`config.mk`:
```
export PLATFORM = sky130hd
export DESIGN_NAME = deserializer
export DESIGN_NICKNAME = d
export VERILOG_FILES = /design/src/rtl/deserializer.sv
export SDC_FILE = /design/constraint.sdc
export NUM_CORES = 1
export LEC_CHECK = 0
export CORE_ASPECT_RATIO = 1.4
export CORE_MARGIN = 1.5
export CORE_UTILIZATION = 30
export CTS_CLUSTER_DIAMETER = 100
export DETAILED_ROUTE_END_ITERATION = 12
export DONT_BUFFER_PORTS = 1
export SLEW_MARGIN = 20
export SYNTH_ARGS = -nofsm -noshare
export SYNTH_HDL_FRONTEND = slang
export SYNTH_SLANG_ARGS = --single-unit
```
`constraint.sdc`:
```
create_clock -name clk_i -period 2.25 [get_ports clk_i]
set_clock_uncertainty 0.15 [all_clocks]
set_input_delay 0.45 -clock clk_i [delete_from_list [all_inputs] [get_ports clk_i]]
set_output_delay 0.45 -clock clk_i [all_outputs]
set_load 0.05 [all_outputs]
```
`src/rtl/deserializer.sv`:
```
// Rebuilds MSB-first serial bursts into MSB-aligned parallel words plus bit count.
// Latency: full word strobes 1 cycle after its last bit, partial word 2 cycles; no back-pressure.
module deserializer #(
  parameter int DATA_BUS_WIDTH = 16,
  parameter int DATA_MOD_WIDTH = 4
) (
  input  logic                      clk_i,
  input  logic                      srst_i,
  input  logic                      ser_data_i,
  input  logic                      ser_data_val_i,
  output logic [DATA_BUS_WIDTH-1:0] deser_data_o,
  output logic [DATA_MOD_WIDTH-1:0] deser_data_mod_o,
  output logic                      deser_data_val_o,
  output logic                      busy_o
);

  localparam int CNT_W = DATA_MOD_WIDTH + 1;

  typedef enum logic {IDLE_S, RECV_S} state_t;

  state_t                    state_q;
  logic [CNT_W-1:0]          cnt_q;
  logic [DATA_BUS_WIDTH-1:0] buf_q;
  logic [DATA_BUS_WIDTH-1:0] data_q;
  logic [DATA_MOD_WIDTH-1:0] mod_q;
  logic                      val_q;

  logic [DATA_MOD_WIDTH-1:0] idx;
  logic [DATA_BUS_WIDTH-1:0] word_d;

  // Bit k of a word lands at W-1-k, which is the bitwise inverse of the count.
  assign idx = ~cnt_q[DATA_MOD_WIDTH-1:0];

  always_comb begin
    word_d      = (state_q == IDLE_S) ? '0 : buf_q;
    word_d[idx] = ser_data_i;
  end

  always_ff @(posedge clk_i) begin
    if (!srst_i) begin
      state_q <= IDLE_S;
      cnt_q   <= '0;
      buf_q   <= '0;
      data_q  <= '0;
      mod_q   <= '0;
      val_q   <= 1'b0;
    end else begin
      val_q <= 1'b0;
      case (state_q)
        IDLE_S: begin
          if (ser_data_val_i) begin
            buf_q   <= word_d;
            cnt_q   <= CNT_W'(1);
            state_q <= RECV_S;
          end
        end
        RECV_S: begin
          if (ser_data_val_i) begin
            if (cnt_q == CNT_W'(DATA_BUS_WIDTH - 1)) begin
              data_q  <= word_d;
              mod_q   <= '0;
              val_q   <= 1'b1;
              buf_q   <= '0;
              cnt_q   <= '0;
              state_q <= IDLE_S;
            end else begin
              buf_q <= word_d;
              cnt_q <= cnt_q + CNT_W'(1);
            end
          end else begin
            // Runts of 1 or 2 bits are illegal on the link and are dropped.
            if (cnt_q >= CNT_W'(3)) begin
              data_q <= buf_q;
              mod_q  <= cnt_q[DATA_MOD_WIDTH-1:0];
              val_q  <= 1'b1;
            end
            cnt_q   <= '0;
            state_q <= IDLE_S;
          end
        end
        default: begin
          cnt_q   <= '0;
          state_q <= IDLE_S;
        end
      endcase
    end
  end

  assign deser_data_o     = data_q;
  assign deser_data_mod_o = mod_q;
  assign deser_data_val_o = val_q;
  assign busy_o           = (state_q == RECV_S);

endmodule

```
==> out/summary.txt <==
status - finished, final reports clean
WP buf/inv - 0
maxcap violations - 0
drt initial violations - 145
pin count of the biggest net entering global routing - 44
Post-CTS Hold Buffers - 0
Fin Setup TNS - 0 ns
CP cell instances - ha_1 -> nand4b_4 -> a32oi_4 -> nand2_4 -> a32o_1
antenna viol nets, final - 0
unrepaired setup endpoints after global routing - no
ys flop type - dfxtp_1
first-pass detailed-route iteration total - 4
Die Ht - 102 µm
core area - 6890 µm²
clock root cell - clkbuf_8
met2 usage - 25.5%
area growth from synthesis to layout - 7.97%
syn_area_per_cell - 8.51 µm²
WP data arrival - 2.11 ns
Crit path largest cell delay - 0.42 ns
# nets final - 254
CTS tree - yes
Starting Density - 30.8%
worst-case reg-to-reg path depth - 5
Seq/Total Area, Yosys - 40.6%
Gate Count Post-Synth - 249
Detailed Place HPWL - 3670 µm
Worst-Margin Slew - 0.535 ns
IO Pins - 26
grt ovf - 0
Power Density - 571 nW/µm²
CP top delay family - compound AO/OA/AOI/OAI gates
Die W - 74.0 µm
vias in the first global route - 1,751
clock sinks - 43
Slowest-stage cell, CP - dfxtp_1
Most Crowded Layer GR - met2
Critical Path RT - 2.28 ns
final hold violation count - 0
antenna violations before repair - 0
GR Layer Usage met3 - 3.25%
Critical Path Source Type - flop
Mapped Area - 2120 µm²
switching power - 305 µW
Async SR Flop Fraction - 0%
total track usage - 14.6%
top cells by area, synth - dfxtp_1 41%, nand2_1 8.1%, mux2i_1 6.1%
Final Critical Period - 2.07 ns
Critical R2R Capture - deser_data_mod_o[1]
Worst R2R Start - cnt_q[1]
Final Setup Violations - 0
r2r setup slk - 0.18 ns
vias per cell - 5.21
Clock power frac - 36.0%
Mapped Nets - 257
Num CTS Buffers - 5
RePlAce Congestion - 0.840
I/O Buffers - 0
Comb power frac - 5.2%
via count - 1,781
placement row count - 36
Routed WL per cell - 15.0 µm
share of the synthesized area in the top cell type - 40.6%
most common cell after layout, fill and taps aside - nand2_1
Leak - 0.000936 µW
period utilization - 92.1%
P_int - 1000 µW
most frequent cells in the layout - 46 x nand2_1, 43 x dfxtp_1, 18 x o21ai_0
Min-Delay Path Class - primary input to flop
Clock Path Buffers - 2
fmax - 0.483 GHz
clock-pin slew on the worst setup and hold paths - 0.08 ns
Synth area leader - dfxtp_1
Die ar. - 7590 µm²
CP Max Fanout - 15
post-cts resize count - 0
Crit. Startpoint - cnt_q[1]
maximum vdd drop - 0.000205 V
flops & latches, synth - 43
Sequential Power Share - 58.9%
Skew-Pair Late Insertion Delay - 0.29 ns
Synth Warn # - 0
crit path to - deser_data_mod_o[1]
critical path class - flop to flop
worst hold slack - 0.132 ns
# H-tree levels - 2
cell count along the critical path - 5
drt total wl - 5140 µm
share of layout cells above drive strength 1 - 7.29%
Post-CTS Setup Inserts - 0
M1 GR Usage - 16.5%
Yosys cell types - 40
switching share of total power - 23.4%
Slew Viols, Final - 0
Max transition margin - 64.3%
first-pass GRT wire length - 8540 µm
EDFF count, synth - 0
crit end category - flop
# DRC - 0
Antenna Cells - 0
-- power by group through the flow --
| stage | Sequential (µW) | Clock, µW | Combinational [µW] |
|---|---|---|---|
| 2_1_floorplan | 790 | 0 | 58.7 |
| 3_3_place_gp | 787 | 0 | 67.4 |
| 3_5_place_dp | 787 | 0 | 67.6 |
| 4_1_cts | 769 | 489 | 67.8 |
| 5_1_grt | 770 | 526 | 74.7 |
| 6_report | 769 | 470 | 67.4 |
-- worst min-delay path by stage --
stage / start / to / slack [ns] / cells past startpoint
floorplan: buf_q[10] / buf_q[10] / 0.29 / 2
global placement: buf_q[12] / buf_q[12] / 0.29 / 2
detailed placement: buf_q[13] / buf_q[13] / 0.30 / 2
CTS: srst_i / buf_q[4] / 0.13 / 1
global route: srst_i / buf_q[5] / 0.12 / 1
finish: srst_i / buf_q[4] / 0.13 / 1
-- kinds of logic after synthesis --
| family | after synthesis | synth area share, % |
|---|---|---|
| AO/OA/AOI/OAI | 70 | 23.6 |
| adder cells (fa/ha/maj) | 4 | 2.36 |
| buffers and inverters | 24 | 5.19 |
| flip-flops | 43 | 40.6 |
| multiplexers | 15 | 7.20 |
| AND/OR/NAND/NOR | 93 | 21.1 |
-- flip-flops by register name, summed over array words and instances, names as in the netlist --
name              flops
buf_q                16
deser_data_o         16
busy_o                1
deser_data_mod_o      4
deser_data_val_o      1
cnt_q                 5
-- per-stage QoR --
stage / worst slack, ns / area [µm²] / util [%] / total power (µW) / cells
global placement: 0.210 / 2210 / 32.0 / 855 / 334
floorplan: 0.446 / 2120 / - / 848 / 249
finish: 0.178 / 2290 / 33.2 / 1310 / 342
detailed placement: 0.166 / 2210 / 32.0 / 855 / 334
global route: 0.0306 / 2290 / 33.2 / 1370 / 342
CTS: 0.155 / 2290 / 33.2 / 1330 / 342
-- final cells by class --
class	count	area, µm²
fill	725	4600
multi-input combinational	182	1150
sequential	43	861
tap	95	119
clock buffer	7	76.3
timing repair buffer	7	52.6
inverter	7	26.3
clock inverter	1	5.00
-- metal layers --
layer	wire, µm	part of all wire [%]	vias up
li1	-	-	886
met1	2170	42	840
met2	2630	51	45
met3	212	4.1	10
met4	131	2.5	0
met5	0	0	-
-- synthesized netlist by cell type, drive strengths merged, types with 4 or more instances --
library cell,n
a21oi,17
a32o,4
and2,8
buf,11
clkbuf,6
dfxtp,43
ha,4
inv,6
mux2i,13
nand2,47
nand2b,4
nand3,5
nor2,12
nor3,7
o211a,8
o21ai,19
o311a,4
Power figures use the tool's default switching activity.
